===== src/rtl/chip8_pkg.sv =====
// CHIP-8 / SUPER-CHIP operation codes and the opcode lookup, shared by the
// decoder and the execute stage.
package chip8_pkg;

    localparam int OP_BITS = 6;
    typedef logic [OP_BITS-1:0] op_t;

    localparam op_t OP_NONE     = 6'd0;
    localparam op_t OP_ILLEGAL  = 6'd1;
    localparam op_t OP_CLS      = 6'd2;
    localparam op_t OP_RET      = 6'd3;
    localparam op_t OP_SYS      = 6'd4;
    localparam op_t OP_JP       = 6'd5;
    localparam op_t OP_CALL     = 6'd6;
    localparam op_t OP_SE_VB    = 6'd7;
    localparam op_t OP_SNE_VB   = 6'd8;
    localparam op_t OP_SE_VV    = 6'd9;
    localparam op_t OP_LD_VB    = 6'd10;
    localparam op_t OP_ADD_VB   = 6'd11;
    localparam op_t OP_LD_VV    = 6'd12;
    localparam op_t OP_OR_VV    = 6'd13;
    localparam op_t OP_AND_VV   = 6'd14;
    localparam op_t OP_XOR_VV   = 6'd15;
    localparam op_t OP_ADD_VV   = 6'd16;
    localparam op_t OP_SUB_VV   = 6'd17;
    localparam op_t OP_SHR_VV   = 6'd18;
    localparam op_t OP_SUBN_VV  = 6'd19;
    localparam op_t OP_SHL_VV   = 6'd20;
    localparam op_t OP_SNE_VV   = 6'd21;
    localparam op_t OP_LD_I     = 6'd22;
    localparam op_t OP_JP_V0    = 6'd23;
    localparam op_t OP_RND      = 6'd24;
    localparam op_t OP_DRW      = 6'd25;
    localparam op_t OP_SKP      = 6'd26;
    localparam op_t OP_SKNP     = 6'd27;
    localparam op_t OP_LD_VDT   = 6'd28;
    localparam op_t OP_LD_K     = 6'd29;
    localparam op_t OP_LD_DT    = 6'd30;
    localparam op_t OP_LD_ST    = 6'd31;
    localparam op_t OP_ADD_I    = 6'd32;
    localparam op_t OP_LD_F     = 6'd33;
    localparam op_t OP_BCD      = 6'd34;
    localparam op_t OP_ST_REGS  = 6'd35;
    localparam op_t OP_LD_REGS  = 6'd36;
    localparam op_t OP_SCD      = 6'd37;
    localparam op_t OP_SCR      = 6'd38;
    localparam op_t OP_SCL      = 6'd39;
    localparam op_t OP_EXIT     = 6'd40;
    localparam op_t OP_LOW      = 6'd41;
    localparam op_t OP_HIGH     = 6'd42;
    localparam op_t OP_LD_HF    = 6'd43;
    localparam op_t OP_ST_RPL   = 6'd44;
    localparam op_t OP_LD_RPL   = 6'd45;

    function automatic op_t chip8_decode_op(input logic [15:0] instr, input logic schip_en);
        op_t        op;
        logic [7:0] kk;
        logic [3:0] n;
        kk = instr[7:0];
        n  = instr[3:0];
        op = OP_ILLEGAL;
        case (instr[15:12])
            4'h0: begin
                // Without SUPER-CHIP every unrecognised 0nnn is a machine-code call.
                op = OP_SYS;
                if (instr == 16'h00E0)
                    op = OP_CLS;
                else if (instr == 16'h00EE)
                    op = OP_RET;
                else if (schip_en && instr[11:4] == 8'h0C)
                    op = OP_SCD;
                else if (schip_en && instr[11:8] == 4'h0) begin
                    case (kk)
                        8'hFB:   op = OP_SCR;
                        8'hFC:   op = OP_SCL;
                        8'hFD:   op = OP_EXIT;
                        8'hFE:   op = OP_LOW;
                        8'hFF:   op = OP_HIGH;
                        default: op = OP_SYS;
                    endcase
                end
            end
            4'h1: op = OP_JP;
            4'h2: op = OP_CALL;
            4'h3: op = OP_SE_VB;
            4'h4: op = OP_SNE_VB;
            4'h5: op = (n == 4'h0) ? OP_SE_VV : OP_ILLEGAL;
            4'h6: op = OP_LD_VB;
            4'h7: op = OP_ADD_VB;
            4'h8: begin
                case (n)
                    4'h0:    op = OP_LD_VV;
                    4'h1:    op = OP_OR_VV;
                    4'h2:    op = OP_AND_VV;
                    4'h3:    op = OP_XOR_VV;
                    4'h4:    op = OP_ADD_VV;
                    4'h5:    op = OP_SUB_VV;
                    4'h6:    op = OP_SHR_VV;
                    4'h7:    op = OP_SUBN_VV;
                    4'hE:    op = OP_SHL_VV;
                    default: op = OP_ILLEGAL;
                endcase
            end
            4'h9: op = (n == 4'h0) ? OP_SNE_VV : OP_ILLEGAL;
            4'hA: op = OP_LD_I;
            4'hB: op = OP_JP_V0;
            4'hC: op = OP_RND;
            4'hD: op = OP_DRW;
            4'hE: begin
                case (kk)
                    8'h9E:   op = OP_SKP;
                    8'hA1:   op = OP_SKNP;
                    default: op = OP_ILLEGAL;
                endcase
            end
            4'hF: begin
                case (kk)
                    8'h07:   op = OP_LD_VDT;
                    8'h0A:   op = OP_LD_K;
                    8'h15:   op = OP_LD_DT;
                    8'h18:   op = OP_LD_ST;
                    8'h1E:   op = OP_ADD_I;
                    8'h29:   op = OP_LD_F;
                    8'h33:   op = OP_BCD;
                    8'h55:   op = OP_ST_REGS;
                    8'h65:   op = OP_LD_REGS;
                    8'h30:   op = schip_en ? OP_LD_HF  : OP_ILLEGAL;
                    8'h75:   op = schip_en ? OP_ST_RPL : OP_ILLEGAL;
                    8'h85:   op = schip_en ? OP_LD_RPL : OP_ILLEGAL;
                    default: op = OP_ILLEGAL;
                endcase
            end
        endcase
        return op;
    endfunction

endpackage


===== src/rtl/chip8_skid_buf.sv =====
// Two-entry valid/ready register slice; upstream ready depends only on the
// registered skid state, never on downstream ready.
module chip8_skid_buf #(
    parameter int DATA_W = 8
) (
    input  logic              i_clk,
    input  logic              i_rst,
    input  logic              i_flush,
    input  logic              i_valid,
    output logic              o_ready,
    input  logic [DATA_W-1:0] i_data,
    output logic              o_valid,
    input  logic              i_ready,
    output logic [DATA_W-1:0] o_data
);

    logic              r_outValid;
    logic              r_skidValid;
    logic [DATA_W-1:0] r_outData;
    logic [DATA_W-1:0] r_skidData;
    logic              w_inXfer;
    logic              w_outDrain;

    assign o_ready    = ~r_skidValid & ~i_rst;
    assign w_inXfer   = i_valid & o_ready;
    assign w_outDrain = ~r_outValid | i_ready;
    assign o_valid    = r_outValid;
    assign o_data     = r_outData;

    // The skid entry always drains first so ordering is preserved.
    always_ff @(posedge i_clk) begin
        if (i_rst) begin
            r_outValid  <= 1'b0;
            r_skidValid <= 1'b0;
            r_outData   <= '0;
            r_skidData  <= '0;
        end else if (i_flush) begin
            r_outValid  <= 1'b0;
            r_skidValid <= 1'b0;
        end else if (w_outDrain) begin
            if (r_skidValid) begin
                r_outData   <= r_skidData;
                r_outValid  <= 1'b1;
                r_skidValid <= 1'b0;
            end else begin
                r_outValid <= w_inXfer;
                if (w_inXfer)
                    r_outData <= i_data;
            end
        end else if (w_inXfer) begin
            r_skidData  <= i_data;
            r_skidValid <= 1'b1;
        end
    end

endmodule


===== src/rtl/chip8_decode_pipe.sv =====
// Pipelined CHIP-8 decoder: opcode lookup ahead of a skid buffer, with the
// operand fields re-derived from the buffered instruction word.
module chip8_decode_pipe
    import chip8_pkg::*;
#(
    parameter int ADDR_W   = 12,
    parameter int SCHIP_EN = 0,
    parameter int OP_W     = 6
) (
    input  logic              i_clk,
    input  logic              i_rst,
    input  logic              i_flush,
    input  logic              i_in_valid,
    output logic              o_in_ready,
    input  logic [15:0]       i_instruction,
    output logic              o_out_valid,
    input  logic              i_out_ready,
    output logic [OP_W-1:0]   o_op,
    output logic [3:0]        o_x,
    output logic [3:0]        o_y,
    output logic [3:0]        o_n,
    output logic [7:0]        o_val,
    output logic [ADDR_W-1:0] o_addr,
    output logic              o_illegal,
    output logic [15:0]       o_illegal_count
);

    localparam int DATA_W = OP_BITS + 16;

    op_t               w_decOp;
    op_t               w_bufOp;
    logic [15:0]       w_bufInstr;
    logic [DATA_W-1:0] w_bufData;
    logic              w_inXfer;
    logic [15:0]       r_illegalCount;

    assign w_decOp  = chip8_decode_op(i_instruction, SCHIP_EN != 0);
    assign w_inXfer = i_in_valid & o_in_ready;

    chip8_skid_buf #(
        .DATA_W (DATA_W)
    ) u_skid (
        .i_clk   (i_clk),
        .i_rst   (i_rst),
        .i_flush (i_flush),
        .i_valid (i_in_valid),
        .o_ready (o_in_ready),
        .i_data  ({w_decOp, i_instruction}),
        .o_valid (o_out_valid),
        .i_ready (i_out_ready),
        .o_data  (w_bufData)
    );

    assign w_bufOp    = w_bufData[DATA_W-1:16];
    assign w_bufInstr = w_bufData[15:0];

    assign o_op      = OP_W'(w_bufOp);
    assign o_x       = w_bufInstr[11:8];
    assign o_y       = w_bufInstr[7:4];
    assign o_n       = w_bufInstr[3:0];
    assign o_val     = w_bufInstr[7:0];
    assign o_addr    = ADDR_W'(w_bufInstr[11:0]);
    assign o_illegal = (w_bufOp == OP_ILLEGAL);
    assign o_illegal_count = r_illegalCount;

    // Inputs accepted during a flush are discarded, so they are not counted.
    always_ff @(posedge i_clk) begin
        if (i_rst)
            r_illegalCount <= '0;
        else if (w_inXfer && !i_flush && w_decOp == OP_ILLEGAL && r_illegalCount != 16'hFFFF)
            r_illegalCount <= r_illegalCount + 16'd1;
    end

endmodule


===== config.mk =====
export PLATFORM = sky130hd
export DESIGN_NAME = chip8_decode_pipe
export DESIGN_NICKNAME = d
export VERILOG_FILES = /design/src/rtl/chip8_pkg.sv /design/src/rtl/chip8_skid_buf.sv /design/src/rtl/chip8_decode_pipe.sv
export SDC_FILE = /design/constraint.sdc
export NUM_CORES = 1
export LEC_CHECK = 0
export ABC_AREA = 1
export BUFFER_PORTS_ARGS = -buffer_cell sky130_fd_sc_hd__buf_2
export CAP_MARGIN = 20
export CORE_MARGIN = 2
export CORE_UTILIZATION = 40
export DETAILED_ROUTE_END_ITERATION = 7
export PLACE_DENSITY = 0.67
export SLEW_MARGIN = 20
export SYNTH_ARGS = -nofsm -noshare
export SYNTH_HDL_FRONTEND = slang
export SYNTH_SLANG_ARGS = --single-unit

===== constraint.sdc =====
create_clock -name i_clk -period 2.2 [get_ports i_clk]
set_clock_uncertainty 0.2 [all_clocks]
set_input_delay 0.22 -clock i_clk [delete_from_list [all_inputs] [get_ports i_clk]]
set_output_delay 0.22 -clock i_clk [all_outputs]
set_load 0.01 [all_outputs]

==> results of run 1 <==
==> metrics by stage <==
stage | cell area, um^2 | power (uW) | hold slack [ps] | instances
2_1_floorplan | 3260 | 1210 | 160 | 476
3_3_place_gp | 3640 | 1290 | 257 | 629
3_5_place_dp | 3640 | 1290 | 259 | 629
6_report | 3860 | 1840 | 6.23 | 645
4_1_cts | 3770 | 1850 | 0.310 | 641
5_1_grt | 3860 | 1930 | 9.57 | 645
==> routing by layer <==
layer  global-route usage [%]  wire, um  up-vias
li1                         -         -     1669
met1                     26.5      3920     1457
met2                     29.1      3680       94
met3                     2.81       446        6
met4                     5.68        83        0
met5                        0         0        -
==> synth_stat cells (all sizes together) <==
| library cell | instances |
|---|---|
| nor4 | 1 |
| xnor2 | 4 |
| o211ai | 2 |
| xor2 | 10 |
| or2 | 1 |
| nor2 | 70 |
| nand3 | 32 |
| nand3b | 3 |
| a31oi | 12 |
| buf | 27 |
| nand2 | 113 |
| ha | 1 |
| nand4 | 5 |
| inv | 37 |
| nor3 | 5 |
| o21ai | 43 |
| clkbuf | 11 |
| dfxtp | 54 |
| a21oi | 45 |
==> sequential cells by signal, indices dropped and copies added (netlist names) <==
signal,flops
u_skid.o_data,18
u_skid.r_skidData,18
o_illegal_count,16
u_skid.o_valid,1
u_skid.r_skidValid,1
==> critical path: stages <==
cell,delay (ps)
dlygate4sd3_1,530
buf_2,130
inv_2,70
nand3_4,90
nor2_4,130
o211ai_1,140
nand2_1,160
nand3_4,150
nor2_4,140
buf_12,140
nand3_2,80
a21oi_2,130
==> how the worst max path moves through the flow <==
stage,start,end,slack (ps),cells after the start
2_1_floorplan,o_illegal_count[0]$_SDFFE_PP0P_,o_illegal_count[4]$_SDFFE_PP0P_,80,10
4_1_cts,i_instruction[8],o_illegal_count[6]$_SDFFE_PP0P_,5,11
3_5_place_dp,i_instruction[2],o_illegal_count[6]$_SDFFE_PP0P_,90,14
3_3_place_gp,i_instruction[3],o_illegal_count[3]$_SDFFE_PP0P_,130,12
6_report,i_instruction[8],o_illegal_count[4]$_SDFFE_PP0P_,140,12
5_1_grt,i_instruction[9],o_illegal_count[4]$_SDFFE_PP0P_,-7,12
==> kinds of logic (layout without fill, tap and decap cells) <==
kind of cell / Yosys count / in the layout / share of synthesized area, %
simple gates: 230 / 232 / 33.8
compound gates: 102 / 102 / 16.9
buf+inv: 75 / 140 / 12.0
flops: 54 / 54 / 33.2
xor+xnor: 14 / 14 / 3.76
fa+ha+maj: 1 / 1 / 0.384
==> timing repair <==
item,4_1_cts,5_1_grt
hold endpoints to repair,7,0
hold buffers,4,0
buffers inserted,0,2
setup endpoints to repair,0,16
resized for setup,0,11
==> power by group through the flow <==
stage	logic (uW)	registers, uW	clock network, uW
final	275	1010	558
after detailed placement	255	1030	0
after floorplan	170	1040	0
after global routing	307	1010	608
after CTS	262	1010	574
after global placement	254	1030	0
==> area by class of cell <==
cell class	count	share of cell area (%)
sequential	54	28.0
multi-input combinational	349	47.8
clock buffer	5	1.78
timing repair buffer	95	15.0
inverter	37	3.59
tap	102	3.30
clock inverter	3	0.550
==> results_dict.tcl, run 1 <==
set metrics [dict create \
    seq_area_frac_synth_pct 33.2 \
    cts.sinks 54 \
    cts_htree_levels 2 \
    slew-limit-headroom_pct 58.7 \
    synthTopCellsByArea "dfxtp_1 (33%), nand2_1 (12%), nor2_1 (7.0%), a21oi_1 (6.5%), o21ai_0 (6.5%)" \
    clkLatencyLatePin_ps 310 \
    grt_pass1_wl_um 13500 \
    critPathLaunchType "primary input" \
    cts_buffers 5 \
    rr_startpoint "o_illegal_count[0]$_SDFFE_PP0P_" \
    critical_path_class "primary input to flip-flop" \
    first_global_vias 2952 \
    track_usage_pct 18.7 \
    grt-ovfl-total 0 \
    multi_input_area_mm2 0.00185 \
    finalSetupTns_ps 0 \
    min_path_type "primary input to flip-flop" \
    status "finished clean" \
    synth-seq-cells 54 \
    mostFrequentLayoutCells "nand2_1 (104), buf_2 (77), nor2_1 (59), dfxtp_1 (54), o21ai_0 (42)" \
    final_common_cell "nand2_1" \
    switchingPower_uw 520 \
    fillCellCount 794 \
    holdPathStages 3 \
    drive_above_1_share_pct 27.8 \
    wire_per_inst_um 12.6 \
    route.detailed.drc 0 \
    min_from "i_instruction[4]" \
    maxCapViolCount 0 \
    vias_per_cell 5.00 \
    io_buffers 77 \
    grt_max_degree 34 \
    drt_iter0_drc 267 \
    pwr-share-seq_pct 54.8 \
    hold_viol_final 0 \
    ys_types 37 \
    p_leak_uw 0.00181 \
    setup_viol 0 \
    synth_area_leader_cell "dfxtp_1" \
    die_w_um 94.2 \
    regArea_mm2 0.00108 \
    diodes 0 \
    vias 3226 \
    avgSynthCellArea_um2 6.84 \
    core_region_area_mm2 0.00781 \
    setup_slack_ps 137 \
    num_rows 32 \
    die_h_um 94.2 \
    drt_first_pass_iters 5 \
    cellInternalPower_uw 1320 \
    rrSetupSlack_ps 220 \
    antenna_found_initial 0 \
    preCtsSetupSlack_ps 90.3 \
    io_pins 78 \
    power_density_mw_per_mm2 477 \
    cts_tree "yes" \
    yosysTopAreaCellShare_pct 33.2 \
    synthCells 476 \
    hpwl_um 5900 \
    globalplace.congestion 0.881 \
    combinationalPowerShare_pct 14.9 \
    worst_slew_pin_slew_ps 619 \
    clock_path_buffers 2 \
    cts.clk_slew.worst_paths_ps 100 \
    final-max-slew-violation-count 0 \
    area_growth_pct 18.7 \
    r2r_cells 9 \
    reg2reg_to "o_illegal_count[0]$_SDFFE_PP0P_" \
    yosysWarnings 0 \
    clock.fmax_ghz 0.485 \
    end_kind "flip-flop" \
    utilization_pct 49.5 \
    swShare_pct 28.2 \
    fin_nets 564 \
    required_ps 2240 \
    period_share_pct 93.8 \
    die-area_mm2 0.00888 \
    wl_um 8140 \
    start_util_pct 41.7 \
    cp_max_fo 8 \
    ant_nets 0 \
    cts_root_buf "clkbuf_8" \
    syn_area_mm2 0.00326 \
    power.clock.fraction_pct 30.3 \
    peakVddDrop_mv 0.237 \
    min_to "u_skid.r_skidData[4]$_SDFFE_PP0P_" \
    crit_arrival_ps 2110 \
    finalCriticalPeriod_ps 2060 \
    syn_nets 498 \
]
Note: power is estimated with default switching activity, not from simulation.
==> run 2: changes to the inputs <==
--- a/config.mk
+++ b/config.mk
@@ -8,10 +8,12 @@
 export ABC_AREA = 1
 export BUFFER_PORTS_ARGS = -buffer_cell sky130_fd_sc_hd__buf_2
 export CAP_MARGIN = 20
+export CELL_PAD_IN_SITES_DETAIL_PLACEMENT = 1
+export CELL_PAD_IN_SITES_GLOBAL_PLACEMENT = 1
 export CORE_MARGIN = 2
-export CORE_UTILIZATION = 40
+export CORE_UTILIZATION = 34
 export DETAILED_ROUTE_END_ITERATION = 7
-export PLACE_DENSITY = 0.67
+export PLACE_DENSITY = 0.78
 export SLEW_MARGIN = 20
 export SYNTH_ARGS = -nofsm -noshare
 export SYNTH_HDL_FRONTEND = slang
==> run 2 against run 1 <==
  * Clock-buffer cell count is the same
  * Clock power hardly changed
  * First-iteration DRC count down 53%
  * Combinational power up 4%
  * Total power up 0.64%
  * Via count is 4.3% higher
  * Design area is 1.8% higher
  * Fmax grew 0.15%
  * Sequential power about the same
  * Cell count rose by 4.7%
  * Register-to-register slack got worse by 70 ps
  * Sequential share of layout area shrank 0.49 points
  * Largest cell class unchanged
  * Highest routed layer unchanged
==> results_dict.tcl, run 2 (synthesized netlist as in run 1, its figures left out) <==
set metrics [dict create \
    grt_max_degree 34 \
    drive_above_1_share_pct 27.1 \
    placed_area_mm2 0.00369 \
    finalCriticalPeriod_ps 2060 \
    maxCapViolCount 0 \
    final_common_cell "nand2_1" \
    critPathLaunchType "primary input" \
    worst_slew_pin_slew_ps 645 \
    diodes 0 \
    crit_chain "dlygate4sd3_1 > inv_2 > nand3_4 > nor2_4 > o211ai_1 > nand2_1 > nand3_4 > nor2_8 > clkbuf_16 > nand3_1 > nand2_1 > nor2_1" \
    fin_nets 567 \
    swShare_pct 28.3 \
    period_share_pct 93.6 \
    vias_per_cell 4.99 \
    num_rows 35 \
    hold_viol_final 0 \
    end_kind "flip-flop" \
    cts_root_buf "clkbuf_8" \
    wl_um 9650 \
    ant_nets 0 \
    wire_per_inst_um 14.3 \
    mostFrequentLayoutCells "nand2_1 (104), buf_2 (75), nor2_1 (59), dfxtp_1 (54), o21ai_0 (42)" \
    hpwl_um 7230 \
    finalSetupTns_ps 0 \
    rsz0062_at_grt "false" \
    start_util_pct 35.1 \
    switchingPower_uw 526 \
    min_to "u_skid.r_skidValid$_SDFFE_PP0P_" \
    track_usage_pct 18.9 \
    final-max-slew-violation-count 0 \
    cts_tree "yes" \
    slowest_delay_ps 580 \
    cts_htree_levels 2 \
    power.clock.fraction_pct 30.1 \
    route.detailed.drc 0 \
    die_w_um 102 \
    cts.sinks 54 \
    globalplace.congestion 0.913 \
    cellInternalPower_uw 1330 \
    p_leak_uw 0.00184 \
    die-area_mm2 0.0104 \
    required_ps 2200 \
    clock_path_buffers 2 \
    power_density_mw_per_mm2 471 \
    setup_viol 0 \
    cp_max_fo 5 \
    crit_slowest_cell "dlygate4sd3_1" \
    status "finished clean" \
    r2r_cells 9 \
    io_buffers 77 \
    antenna_found_initial 0 \
    crit_arrival_ps 2060 \
    combinationalPowerShare_pct 15.4 \
    min_from "i_out_ready" \
    grt-ovfl-total 0 \
    core_region_area_mm2 0.00928 \
    drt_first_pass_iters 5 \
    clock.fmax_ghz 0.485 \
    min_path_type "primary input to flip-flop" \
    first_global_vias 3345 \
    critical_path_class "primary input to flip-flop" \
    drt_iter0_drc 125 \
    rrSetupSlack_ps 150 \
    pwr-share-seq_pct 54.5 \
    vias 3366 \
    rr_startpoint "o_illegal_count[0]$_SDFFE_PP0P_" \
    cts_buffers 5 \
    holdPathStages 4 \
    peakVddDrop_mv 0.305 \
    die_h_um 102 \
    area_growth_pct 20.8 \
    slew-limit-headroom_pct 57.0 \
    reg2reg_to "o_illegal_count[0]$_SDFFE_PP0P_" \
    design_area_mm2 0.00393 \
    io_pins 78 \
    clkLatencyLatePin_ps 310 \
    cts.clk_slew.worst_paths_ps 100 \
    grt_pass1_wl_um 15900 \
]
run 2: cell count changes in the layout (fill, tap and decap cells not counted), sizes merged:
cell | previous run | this run
nor2 | 72 | 70
buf | 91 | 92
dlygate4sd3 | 4 | 7
clkbuf | 5 | 6
run 2: layout make-up:
class	count	area, um^2
Clock inverter	3	21.3
Clock buffer	5	68.8
Tap cell	129	161
Inverter	37	139
Fill cell	1246	5350
Timing Repair Buffer	100	652
Multi-Input combinational cell	347	1810
Sequential cell	54	1080
run 2: metal layers:
metal | GRT usage, % | wire length, um | vias to the layer above
met5 | 0 | 0 | -
met4 | 5.03 | 129 | 0
met3 | 1.92 | 309 | 8
met2 | 32.2 | 4710 | 62
met1 | 25.5 | 4500 | 1621
li1 | - | - | 1675
run 2: stage by stage:
step,power [uW],setup WS [ps],utilization (%),instances,hold slack (ps)
2_1_floorplan,1210,75.2,-,476,160
3_3_place_gp,1290,108,39.7,657,254
3_5_place_dp,1300,48.6,39.7,657,265
4_1_cts,1870,3.38,41.4,672,1.30
5_1_grt,1950,15.0,42.4,675,12.2
6_report,1850,140,42.4,675,13.9
run 2: worst max-delay path, delay by kind of cell:
family / cells / cell delay, ps
AND/OR/NAND/NOR: 8 / 860
buffers and inverters: 3 / 850
AO/OA/AOI/OAI: 1 / 130
run 2: repair_timing:
action | CTS | global route
hold endpoints to repair | 7 | 0
setup endpoints to repair | 0 | 16
gates resized for setup | 0 | 9
buffers inserted | 0 | 4
hold buffers | 7 | 0
run 2: worst max path at each step:
stage / slack [ps] / startpoint / depth (start not counted) / end
5_1_grt: 10 / o_illegal_count[0]$_SDFFE_PP0P_ / 10 / o_illegal_count[10]$_SDFFE_PP0P_
4_1_cts: 3 / i_instruction[9] / 11 / o_illegal_count[13]$_SDFFE_PP0P_
3_5_place_dp: 50 / i_instruction[3] / 13 / o_illegal_count[13]$_SDFFE_PP0P_
3_3_place_gp: 110 / i_instruction[5] / 14 / o_illegal_count[0]$_SDFFE_PP0P_
2_1_floorplan: 80 / o_illegal_count[0]$_SDFFE_PP0P_ / 10 / o_illegal_count[4]$_SDFFE_PP0P_
6_report: 140 / i_instruction[9] / 12 / o_illegal_count[0]$_SDFFE_PP0P_
run 2: power by group through the flow:
stage,registers (uW),clock network (uW),logic (uW)
after floorplan,1040,0,170
after global placement,1030,0,258
after detailed placement,1030,0,266
after CTS,1010,581,276
after global routing,1010,617,316
final,1010,559,285
